===== src/rtl/icache_assoc_pkg.sv =====
// Shared types, derived-width helpers and address-field slices for the set-associative I-cache.
// Address layout: {tag, index, word offset, 2'b00}.
`ifndef ICACHE_ASSOC_PKG_SV
`define ICACHE_ASSOC_PKG_SV

`define ICACHE_ASSOC_OFF(a, off_w) a[(off_w)+1:2]
`define ICACHE_ASSOC_IDX(a, off_w, idx_w) a[(off_w)+(idx_w)+1:(off_w)+2]
`define ICACHE_ASSOC_TAG(a, off_w, idx_w, addr_w) a[(addr_w)-1:(off_w)+(idx_w)+2]

package icache_assoc_pkg;

    typedef enum logic [2:0] {
        StIdle,
        StCompare,
        StMissReq,
        StRefill,
        StDrain
    } state_e;

    function automatic int unsigned calc_way_w(int unsigned ways);
        return (ways > 1) ? $clog2(ways) : 1;
    endfunction

    function automatic int unsigned calc_idx_w(int unsigned sets);
        return $clog2(sets);
    endfunction

    function automatic int unsigned calc_off_w(int unsigned line_words);
        return $clog2(line_words);
    endfunction

    function automatic int unsigned calc_tag_w(int unsigned addr_w, int unsigned sets,
                                               int unsigned line_words);
        return addr_w - calc_idx_w(sets) - calc_off_w(line_words) - 2;
    endfunction

endpackage

`endif


===== src/rtl/icache_victim_sel.sv =====
// Victim way selection: lowest invalid way first, otherwise the set's round-robin pointer.
// Pointers advance only when a round-robin choice actually completes a refill.
module icache_victim_sel
    import icache_assoc_pkg::*;
#(
    parameter int unsigned WAYS = 2,
    parameter int unsigned SETS = 64,
    localparam int unsigned WAY_W = calc_way_w(WAYS),
    localparam int unsigned IDX_W = calc_idx_w(SETS)
) (
    input  logic             clk,
    input  logic             rst_n,
    input  logic [IDX_W-1:0] index,
    input  logic [WAYS-1:0]  valid_vec,
    input  logic             advance,
    input  logic             flush_clear,
    output logic [WAY_W-1:0] way,
    output logic             rr_used
);

    logic [WAY_W-1:0] rr_ptr_q [SETS];
    logic [WAY_W-1:0] inv_way;
    logic             any_invalid;
    logic [WAY_W-1:0] ptr_next;

    always_comb begin
        inv_way     = '0;
        any_invalid = 1'b0;
        for (int i = WAYS - 1; i >= 0; i--) begin
            if (!valid_vec[i]) begin
                inv_way     = WAY_W'(i);
                any_invalid = 1'b1;
            end
        end
    end

    assign rr_used = ~any_invalid;
    assign way     = any_invalid ? inv_way : rr_ptr_q[index];

    // Power-of-two WAYS makes the natural WAY_W wrap equal to mod WAYS.
    assign ptr_next = (WAYS > 1) ? rr_ptr_q[index] + WAY_W'(1) : '0;

    always_ff @(posedge clk or negedge rst_n) begin
        if (!rst_n) begin
            for (int s = 0; s < SETS; s++) begin
                rr_ptr_q[s] <= '0;
            end
        end else if (flush_clear) begin
            for (int s = 0; s < SETS; s++) begin
                rr_ptr_q[s] <= '0;
            end
        end else if (advance) begin
            rr_ptr_q[index] <= ptr_next;
        end
    end

endmodule


===== src/rtl/icache_ctrl_assoc.sv =====
// N-way set-associative I-cache controller with critical-word early restart and a
// flush-safe drain of in-flight refill bursts.
module icache_ctrl_assoc
    import icache_assoc_pkg::*;
#(
    parameter int unsigned ADDR_W     = 32,
    parameter int unsigned WAYS       = 2,
    parameter int unsigned SETS       = 64,
    parameter int unsigned LINE_WORDS = 4,
    localparam int unsigned WAY_W = calc_way_w(WAYS),
    localparam int unsigned IDX_W = calc_idx_w(SETS),
    localparam int unsigned OFF_W = calc_off_w(LINE_WORDS),
    localparam int unsigned TAG_W = calc_tag_w(ADDR_W, SETS, LINE_WORDS)
) (
    input  logic                 clk,
    input  logic                 rst_n,
    input  logic [ADDR_W-1:0]    cpu_addr,
    input  logic                 cpu_req,
    output logic [31:0]          cpu_rdata,
    output logic                 cpu_ready,
    input  logic                 flush,
    output logic [IDX_W-1:0]     tag_lookup_index,
    output logic [TAG_W-1:0]     tag_lookup_tag,
    input  logic [WAYS-1:0]      tag_hit_vec,
    input  logic [WAYS-1:0]      tag_valid_vec,
    output logic                 tag_update_valid,
    output logic [WAY_W-1:0]     tag_update_way,
    output logic [IDX_W-1:0]     tag_update_index,
    output logic [TAG_W-1:0]     tag_update_tag,
    output logic                 tag_flush_all,
    output logic [IDX_W-1:0]     data_read_index,
    output logic [OFF_W-1:0]     data_read_offset,
    input  logic [32*WAYS-1:0]   data_read_data,
    output logic                 data_write_enable,
    output logic [WAY_W-1:0]     data_write_way,
    output logic [IDX_W-1:0]     data_write_index,
    output logic [OFF_W-1:0]     data_write_offset,
    output logic [31:0]          data_write_data,
    output logic [ADDR_W-1:0]    refill_addr,
    output logic                 refill_start,
    input  logic                 refill_busy,
    input  logic                 refill_done,
    input  logic [31:0]          refill_data,
    input  logic [OFF_W-1:0]     refill_word,
    input  logic                 refill_data_valid,
    output logic [31:0]          stat_hits,
    output logic [31:0]          stat_misses
);

    state_e state_q, state_d;

    logic              cpu_ready_q, cpu_ready_d;
    logic [31:0]       cpu_rdata_q, cpu_rdata_d;
    logic              refill_start_q, refill_start_d;
    logic              tag_update_q, tag_update_d;
    logic              flush_all_q, flush_all_d;
    logic              dwe_q, dwe_d;
    logic [OFF_W-1:0]  dw_off_q, dw_off_d;
    logic [31:0]       dw_data_q, dw_data_d;
    logic [ADDR_W-1:0] refill_addr_q, refill_addr_d;
    logic [IDX_W-1:0]  miss_idx_q, miss_idx_d;
    logic [TAG_W-1:0]  miss_tag_q, miss_tag_d;
    logic [OFF_W-1:0]  miss_off_q, miss_off_d;
    logic [WAY_W-1:0]  victim_q, victim_d;
    logic              rr_used_q, rr_used_d;
    logic [31:0]       crit_q, crit_d;
    logic              served_q, served_d;
    logic [31:0]       hits_q, hits_d;
    logic [31:0]       misses_q, misses_d;

    logic [IDX_W-1:0]  lookup_idx;
    logic [TAG_W-1:0]  lookup_tag;
    logic [OFF_W-1:0]  lookup_off;
    logic [IDX_W-1:0]  vsel_idx;
    logic [WAY_W-1:0]  vsel_way;
    logic              vsel_rr_used;
    logic              rr_advance;
    logic [31:0]       hit_data;
    logic              crit_now;
    logic              unused_addr_bits;

    assign lookup_idx = `ICACHE_ASSOC_IDX(cpu_addr, OFF_W, IDX_W);
    assign lookup_tag = `ICACHE_ASSOC_TAG(cpu_addr, OFF_W, IDX_W, ADDR_W);
    assign lookup_off = `ICACHE_ASSOC_OFF(cpu_addr, OFF_W);
    assign unused_addr_bits = ^cpu_addr[1:0];

    assign tag_lookup_index = lookup_idx;
    assign tag_lookup_tag   = lookup_tag;
    assign data_read_index  = lookup_idx;
    assign data_read_offset = lookup_off;

    // Pointer reads use the live lookup set; the advance targets the set being refilled.
    assign vsel_idx = (state_q == StRefill) ? miss_idx_q : lookup_idx;

    icache_victim_sel #(
        .WAYS (WAYS),
        .SETS (SETS)
    ) u_victim_sel (
        .clk         (clk),
        .rst_n       (rst_n),
        .index       (vsel_idx),
        .valid_vec   (tag_valid_vec),
        .advance     (rr_advance),
        .flush_clear (flush),
        .way         (vsel_way),
        .rr_used     (vsel_rr_used)
    );

    always_comb begin
        hit_data = '0;
        for (int i = WAYS - 1; i >= 0; i--) begin
            if (tag_hit_vec[i]) begin
                hit_data = data_read_data[32*i +: 32];
            end
        end
    end

    assign crit_now = refill_data_valid && (refill_word == miss_off_q) && !served_q;

    always_comb begin
        state_d        = state_q;
        cpu_ready_d    = 1'b0;
        cpu_rdata_d    = cpu_rdata_q;
        refill_start_d = 1'b0;
        tag_update_d   = 1'b0;
        flush_all_d    = 1'b0;
        dwe_d          = 1'b0;
        dw_off_d       = dw_off_q;
        dw_data_d      = dw_data_q;
        refill_addr_d  = refill_addr_q;
        miss_idx_d     = miss_idx_q;
        miss_tag_d     = miss_tag_q;
        miss_off_d     = miss_off_q;
        victim_d       = victim_q;
        rr_used_d      = rr_used_q;
        crit_d         = crit_q;
        served_d       = served_q;
        hits_d         = hits_q;
        misses_d       = misses_q;
        rr_advance     = 1'b0;

        if (flush) begin
            flush_all_d = 1'b1;
            served_d    = 1'b0;
            unique case (state_q)
                // An accepted burst must be waited out before the arrays are reused.
                StRefill, StDrain: state_d = refill_done ? StIdle : StDrain;
                StMissReq:         state_d = refill_busy ? StDrain : StIdle;
                default:           state_d = StIdle;
            endcase
        end else begin
            unique case (state_q)
                StIdle: begin
                    if (cpu_req) state_d = StCompare;
                end
                StCompare: begin
                    if (!cpu_req) begin
                        state_d = StIdle;
                    end else if (|tag_hit_vec) begin
                        cpu_ready_d = 1'b1;
                        cpu_rdata_d = hit_data;
                        hits_d      = hits_q + 32'd1;
                        state_d     = StIdle;
                    end else begin
                        refill_addr_d  = {cpu_addr[ADDR_W-1:OFF_W+2], {(OFF_W + 2){1'b0}}};
                        miss_idx_d     = lookup_idx;
                        miss_tag_d     = lookup_tag;
                        miss_off_d     = lookup_off;
                        victim_d       = vsel_way;
                        rr_used_d      = vsel_rr_used;
                        misses_d       = misses_q + 32'd1;
                        refill_start_d = 1'b1;
                        state_d        = StMissReq;
                    end
                end
                StMissReq: begin
                    if (refill_busy) state_d = StRefill;
                    else             refill_start_d = 1'b1;
                end
                StRefill: begin
                    if (refill_data_valid) begin
                        dwe_d     = 1'b1;
                        dw_off_d  = refill_word;
                        dw_data_d = refill_data;
                    end
                    if (crit_now) begin
                        cpu_ready_d = 1'b1;
                        cpu_rdata_d = refill_data;
                        crit_d      = refill_data;
                        served_d    = 1'b1;
                    end
                    if (refill_done) begin
                        tag_update_d = 1'b1;
                        if (!served_q && !crit_now) begin
                            cpu_ready_d = 1'b1;
                            cpu_rdata_d = crit_q;
                        end
                        rr_advance = rr_used_q;
                        served_d   = 1'b0;
                        state_d    = StIdle;
                    end
                end
                StDrain: begin
                    if (refill_done) state_d = StIdle;
                end
                default: state_d = StIdle;
            endcase
        end
    end

    always_ff @(posedge clk or negedge rst_n) begin
        if (!rst_n) begin
            state_q        <= StIdle;
            cpu_ready_q    <= 1'b0;
            cpu_rdata_q    <= '0;
            refill_start_q <= 1'b0;
            tag_update_q   <= 1'b0;
            flush_all_q    <= 1'b0;
            dwe_q          <= 1'b0;
            dw_off_q       <= '0;
            dw_data_q      <= '0;
            refill_addr_q  <= '0;
            miss_idx_q     <= '0;
            miss_tag_q     <= '0;
            miss_off_q     <= '0;
            victim_q       <= '0;
            rr_used_q      <= 1'b0;
            crit_q         <= '0;
            served_q       <= 1'b0;
            hits_q         <= '0;
            misses_q       <= '0;
        end else begin
            state_q        <= state_d;
            cpu_ready_q    <= cpu_ready_d;
            cpu_rdata_q    <= cpu_rdata_d;
            refill_start_q <= refill_start_d;
            tag_update_q   <= tag_update_d;
            flush_all_q    <= flush_all_d;
            dwe_q          <= dwe_d;
            dw_off_q       <= dw_off_d;
            dw_data_q      <= dw_data_d;
            refill_addr_q  <= refill_addr_d;
            miss_idx_q     <= miss_idx_d;
            miss_tag_q     <= miss_tag_d;
            miss_off_q     <= miss_off_d;
            victim_q       <= victim_d;
            rr_used_q      <= rr_used_d;
            crit_q         <= crit_d;
            served_q       <= served_d;
            hits_q         <= hits_d;
            misses_q       <= misses_d;
        end
    end

    assign cpu_ready         = cpu_ready_q;
    assign cpu_rdata         = cpu_rdata_q;
    assign refill_start      = refill_start_q;
    assign refill_addr       = refill_addr_q;
    assign tag_update_valid  = tag_update_q;
    assign tag_update_way    = victim_q;
    assign tag_update_index  = miss_idx_q;
    assign tag_update_tag    = miss_tag_q;
    assign tag_flush_all     = flush_all_q;
    assign data_write_enable = dwe_q;
    assign data_write_way    = victim_q;
    assign data_write_index  = miss_idx_q;
    assign data_write_offset = dw_off_q;
    assign data_write_data   = dw_data_q;
    assign stat_hits         = hits_q;
    assign stat_misses       = misses_q;

endmodule


===== config.mk =====
export PLATFORM = sky130hd
export DESIGN_NAME = icache_ctrl_assoc
export DESIGN_NICKNAME = d
export VERILOG_FILES = /design/src/rtl/icache_assoc_pkg.sv /design/src/rtl/icache_victim_sel.sv /design/src/rtl/icache_ctrl_assoc.sv
export SDC_FILE = /design/constraint.sdc
export NUM_CORES = 1
export LEC_CHECK = 0
export ABC_AREA = 1
export ABC_CLOCK_PERIOD_IN_PS = 2400
export BUFFER_PORTS_ARGS = -buffer_cell sky130_fd_sc_hd__buf_2
export CAP_MARGIN = 20
export CORE_UTILIZATION = 54
export DETAILED_ROUTE_END_ITERATION = 16
export PLACE_DENSITY = 0.84
export REMOVE_ABC_BUFFERS = 1
export SETUP_SLACK_MARGIN = 0.4
export SLEW_MARGIN = 20
export SYNTH_ARGS = -nofsm -noshare
export SYNTH_HDL_FRONTEND = slang
export SYNTH_SLANG_ARGS = --single-unit

===== constraint.sdc =====
create_clock -name clk -period 2.4 [get_ports clk]
set_input_delay 0.48 -clock clk [delete_from_list [all_inputs] [get_ports clk]]
set_output_delay 0.48 -clock clk [all_outputs]
set_load 0.01 [all_outputs]

* Yosys cells after proc, flatten, opt, wreduce, memory -nomap -nowiden
Cells that the tools add are included.
** Word-level totals
- Register bits :: 295
- Latch bits :: 0
- Bits in writable memories :: 0
- Bits in read-only memories :: 0
- Input bits :: 141
- Output and inout bits :: 239
- Memories kept :: 0
** Cells by class
- Add/subtract/negate cells :: 3
- $mul :: 0
- Div/mod/pow operators :: 0
- $lt $le $gt $ge :: 2
- Equality and inequality tests :: 10
- Shift operators :: 0
- Multiplexer cells :: 57
- Bitwise logic cells :: 4
- Reduce and logical (&&, ||, !) cells :: 20
** Operators with widths (count)
- $mux W32 :: 7
- $mux W64 :: 2
- $add A32 B1 Y32 const B :: 2
- $bwmux W64 :: 1
- $pmux W32 S2 :: 1
- $mux W1 :: 31
- $mux W3 :: 6
- $pmux W3 S4 :: 1
- $reduce_and A4 Y1 :: 3
- $reduce_and A3 Y1 :: 3
- $ge A7 B7 Y1 const B :: 1
- $lt A7 B1 Y1 const B :: 1
- $not A6 Y7 :: 1
- $bmux W1 S6 :: 1
- $demux W1 S6 :: 1
- $eq A3 B2 Y1 const B :: 2
- $mux W6 :: 1
- $ne A3 B3 Y1 const B :: 2
- $pmux W3 S2 :: 1
- $reduce_bool A2 Y1 :: 3
- $logic_and A1 B1 Y1 :: 4
- $mux W2 :: 2
- $ne A2 B2 Y1 const B :: 2
- $pmux W1 S2 :: 2
- 11 further kinds :: 15

* Depth between registers and ports, before layout
- Word-level depth :: 10
- Gate-level depth with buffers :: 15
- Depth with buffers taken out :: 13

* By module
A second synthesis with hierarchy kept.
** Second synthesis, totals
- Cells, all modules :: 2122
- Area, all modules :: 15265.9 um^2
** By module, submodules not included
- icache_ctrl_assoc :: times used 1, cells each 1632, area an instance 11574.9 um^2
- icache_victim_sel :: times used 1, cells each 490, area an instance 3691.0 um^2

* Worst setup path before layout
OpenSTA, ideal clock, no wires.
- Path kind :: input to register
- Start :: in tag_hit_vec[0]
- End :: reg misses_q[25], in the netlist stat_misses[25]
- Data arrival time :: 2.024 ns
- Path slack :: 0.253 ns
- Cell stages on the path :: 10
- Path buffers :: 1
- Cell sequence :: clkbuf_1 > nor2_1 > inv_1 > nor2_1 > nand2_1 > nor2_2 > nand4_1 > nor3_1 > nand4_1 > xor2_1
** On the way
- Longest elaborated chain between the ends :: 3
** RTL lines
- start, declared :: line icache_ctrl_assoc.sv:24 : input logic [WAYS-1:0] tag_hit_vec,
- $reduce_or A2 Y1 :: line icache_ctrl_assoc.sv:159 : end else if (|tag_hit_vec) begin
- $not A1 Y1 (no line)
- $reduce_and A4 Y1 (no line)
- end signal, assigned :: line icache_ctrl_assoc.sv:251 : misses_q <= misses_d;
- end, declared :: line icache_ctrl_assoc.sv:69 : logic [31:0] misses_q, misses_d;
No other way between the ends.
A chain may end at the register's enable or synchronous reset.

* Worst setup path after layout
- Start :: reg state_q[1]
- End :: reg u_victim_sel.rr_ptr_q[39] (netlist name)
** On the way
- Longest elaborated chain between the ends :: 10
- Elaborated cells between the ends (all ways) :: 18
** RTL lines
- start, declared :: line icache_ctrl_assoc.sv:50 : state_e state_q, state_d;
- start signal, assigned :: line icache_ctrl_assoc.sv:213 : state_q <= StIdle;
- start signal, assigned :: line icache_ctrl_assoc.sv:233 : state_q <= state_d;
- $eq A3 B2 Y1 * :: line icache_ctrl_assoc.sv:93, icache_ctrl_assoc.sv:152
- $mux W6 :: line icache_ctrl_assoc.sv:93 : assign vsel_idx = (state_q == StRefill) ? miss_idx_q : lookup_idx;
- $not A6 Y7 (not written as such) :: line icache_victim_sel.sv:41, icache_victim_sel.sv:53
- $bmux W1 S6 (tied with other cells) :: line icache_victim_sel.sv:41 : assign ptr_next = (WAYS > 1) ? rr_ptr_q[index] + WAY_W'(1) : '0;
- $mux W1 (not written as such) / $logic_and A1 B1 Y1 (equally long branches) :: line icache_victim_sel.sv:41, icache_victim_sel.sv:53
- $mux W1 (on tied branches) :: line icache_victim_sel.sv:41, icache_victim_sel.sv:53
- $add A1 B1 Y1 / $demux W1 S6 (equally long branches) :: line icache_victim_sel.sv:41, icache_victim_sel.sv:53
- $bwmux W64 :: line icache_victim_sel.sv:53 : rr_ptr_q[index] <= ptr_next;
- $mux W64 :: line icache_victim_sel.sv:52 : end else if (advance) begin
- $mux W64 :: line icache_victim_sel.sv:48 : end else if (flush_clear) begin
- end signal, assigned by index :: line icache_victim_sel.sv:53
- end, declared :: line icache_victim_sel.sv:21 : logic [WAY_W-1:0] rr_ptr_q [SETS];
Mark *: on every way between the ends. The rest lies on a longest branch, timed or not. The select of a mux whose other input is x is not followed.

==> impl_metrics.ini <==
[outcome]
run_status = complete, no violations

[global_route]
grt_usage_pct = 31.4
grt_pass1_wl_mm = 67.4
grt_max_degree = 67
gr-total-overflow = 0
grt_pass1_vias = 13200
antenna_found_initial = 3

[layout]
drive_above_1_share_pct = 29.5
multi_input_area_um2 = 6400
nets = 2368
syn_to_final_growth_pct = 25.4
regArea_um2 = 6680
nFillCells = 2068

[sta]
layout_min_cycle_time_ns = 2.29
slew_violations = 0
whs_ns = 0.151
slew_headroom_pct = 59.9
rsz0062_at_grt = yes
worst_slew_pin_slew_ns = 0.602
tns_ns = 0
hold_viol = 0
min_period_over_period_pct = 95.3
setup_violations = 0
fin_skew_ns = 0.0146
max_freq_ghz = 0.437

[hold_path]
whs_endpoint = tag_update_tag[20]$_DFFE_PN0P_
hold_class = input pin to flip-flop
min_from = cpu_addr[30]
whs_path_depth = 3

[critical_path]
r2r-start = state_q[1]$_DFFE_PN0P_
regToRegSetupSlack_ns = 0.11
r2r_cells = 14
worstPathMaxFanout = 32
required_ns = 2.86
r2r_end = u_victim_sel.rr_ptr_q[39]$_DFFE_PN0P_
cp_data_arrival_time_ns = 2.75
critPathKind = flip-flop to flip-flop
worstSetupStartpointType = flip-flop
cp-end-kind = flip-flop

[pwr]
p_per_area_nw_per_um2 = 740
p_leak_uw = 0.00922
peakVddDrop_mv = 0.597

[logic_synthesis]
yosys_warnings = 0
synth_cells = 1852
ys.flop_type = dfrtp_1
synth-edff-count = 0
ys_ff_latch = 267
syn_avg_cell_area_um2 = 7.74
ys_seq_area_share_pct = 46.6
synthDistinctLibCells = 38
syn_area_um2 = 14300
synth-async-reset-ratio_pct = 100

[cts]
cts-buffers-inserted = 29
clkTransAtPathRegs_ns = 0.06
insertion_delay_ns = 0.53
cts_tree = done
cts.path.max_buffers = 3
cts.sink_count = 267
cts_htree_levels = 1
root_buffer = clkbuf_16

[place]
place_congestion = 0.899
io_buffers = 373
hpwlAfterDp_mm = 29.6

[job]
maxCapViolCount = 0

[die]
die_area_um2 = 27200
die_w_um = 165
ios = 380
die_y_um = 165
coreArea_um2 = 26100
rows = 59
initial_core_util_pct = 55.0

[drt]
drt_iter0_drc = 1414
route.detailed.drc = 0
ant_nets = 0
viasPerCell = 5.44
vias = 14000
first_pass_iters = 6
post_drt_wl_per_cell_um = 16.8
wl_mm = 43.4
cells by family (layout without fill, tap and decap cells):
group / Yosys count / count (layout) / synth area share (%)
AND/OR/NAND/NOR: 883 / 884 / 25.4
XOR/XNOR: 60 / 60 / 3.67
adder cells (fa/ha/maj): 2 / 2 / 0.175
flip-flops: 267 / 267 / 46.6
buffers and inverters: 313 / 701 / 10.7
other: 1 / 7 / 0.0262
AO/OA/AOI/OAI: 326 / 326 / 13.4
cell usage after synthesis, types with 4 or more instances:
cell | number | area [um^2]
xor2_1 | 44 | 385
o21ai_0 | 133 | 666
a21oi_2 | 60 | 526
buf_4 | 82 | 616
nor4_1 | 12 | 75.1
a211oi_1 | 16 | 120
nand2_1 | 596 | 2240
o21ai_1 | 35 | 175
xnor2_1 | 16 | 140
nand2_2 | 4 | 25.0
nand3_1 | 71 | 355
o22ai_1 | 5 | 31.3
nor2_1 | 131 | 492
clkbuf_1 | 57 | 214
buf_6 | 7 | 78.8
nor3_1 | 24 | 120
inv_1 | 162 | 608
nand4_1 | 21 | 131
nor2_2 | 12 | 75.1
nor2_4 | 4 | 45.0
a21oi_1 | 70 | 350
dfrtp_1 | 267 | 6680
where the power goes:
group	leakage (uW)	switching (uW)	total, uW	internal (uW)
sequential	0.00352	578	5710	5130
clock	0.000446	1820	4300	2480
combinational	0.00525	2020	3290	1270
total	0.00922	4420	13300	8880
cell usage in the layout, fill, tap and decap left out, types with 3 or more instances in the layout:
master,n
a21oi_4,10
nor3_1,21
nand2_4,3
a211oi_1,16
nand2_2,7
a21oi_2,69
xor2_1,44
clkbuf_1,7
nand3_2,3
clkinv_2,3
xnor2_1,16
buf_12,15
buf_4,93
o21ai_2,3
nor2_1,123
inv_1,161
diode_2,3
conb_1,4
nor4_1,12
dfrtp_1,266
nor3_2,4
clkbuf_8,9
nand3_1,67
o21ai_1,36
nand2_1,593
inv_2,3
clkbuf_16,29
nand4_1,21
nor2_4,8
o21ai_0,130
buf_2,372
buf_6,4
a21oi_1,51
o22ai_1,5
nor2_2,16
flip-flops by register name (all words and copies together) (netlist names), 5 cells and up:
name and cells:
crit_q 32, u_victim_sel.rr_ptr_q 64, data_write_index 5, tag_update_tag 21, data_write_data 32, stat_misses 32, stat_hits 32, cpu_rdata 32
stage by stage:
| stage | instance area [um^2] | util (%) | setup WS [ns] | std cells | total power, uW |
|---|---|---|---|---|---|
| floorplan | 13400 | - | -0.898 | 1707 | 7220 |
| global placement | 16700 | 63.9 | -0.0240 | 2514 | 8830 |
| detailed placement | 16700 | 63.9 | -0.129 | 2514 | 8950 |
| CTS | 17700 | 68.0 | 0.152 | 2577 | 13300 |
| global route | 18000 | 68.9 | -0.0372 | 2582 | 14000 |
| finish | 18000 | 68.9 | 0.113 | 2582 | 13300 |
layout make-up:
class                           count  share of cell area, %
Timing Repair Buffer              486                   16.3
Sequential cell                   267                   37.2
Inverter                          165                   3.47
Clock buffer                       45                   4.87
Tap cell                          335                   2.33
Antenna cell                        3                 0.0418
Clock inverter                      5                  0.174
Multi-Input combinational cell   1276                   35.6
critical path, stage by stage (launching register included):
cell,delay (ns)
dfrtp_2,0.44
buf_4,0.16
nand3_4,0.14
nand2_2,0.09
nand2_4,0.15
buf_12,0.14
nand2_1,0.05
nand3_1,0.07
nand2_1,0.08
o21ai_1,0.17
nand2_1,0.11
nor2_4,0.16
nand2_4,0.08
buf_12,0.19
a21oi_2,0.15
routing by layer:
layer | vias to the layer above | GRT usage (%) | share of wire (%)
li1 | 6593 | - | -
met1 | 6634 | 39.2 | 40
met2 | 673 | 53.2 | 49
met3 | 134 | 5.12 | 7.5
met4 | 0 | 14.5 | 4.2
met5 | - | 0 | 0
worst max path at each step:
stage                     slack (ns)                               endpoint  cells after the start                    from
after floorplan                -0.90              cpu_rdata[11]$_DFFE_PN0P_                      8          refill_word[0]
after global placement         -0.02  u_victim_sel.rr_ptr_q[18]$_DFFE_PN0P_                     13  state_q[2]$_DFFE_PN0P_
after detailed placement       -0.13  u_victim_sel.rr_ptr_q[18]$_DFFE_PN0P_                     13  state_q[2]$_DFFE_PN0P_
after CTS                       0.15  u_victim_sel.rr_ptr_q[18]$_DFFE_PN0P_                     14  state_q[1]$_DFFE_PN0P_
after global routing           -0.04            stat_misses[16]$_DFFE_PN0P_                     13  state_q[1]$_DFFE_PN0P_
final                           0.11  u_victim_sel.rr_ptr_q[39]$_DFFE_PN0P_                     14  state_q[1]$_DFFE_PN0P_
what timing repair did:
action                                 in CTS  in global routing
gates resized for setup                    21                 48
pin swaps                                   5                 10
setup endpoints to repair                 146                204
buffers inserted                           11                  2
hold buffers                                1                  0
gates cloned                                1                  0
endpoints found under the hold margin      58                  0
Note: power is estimated with default switching activity, not from simulation.
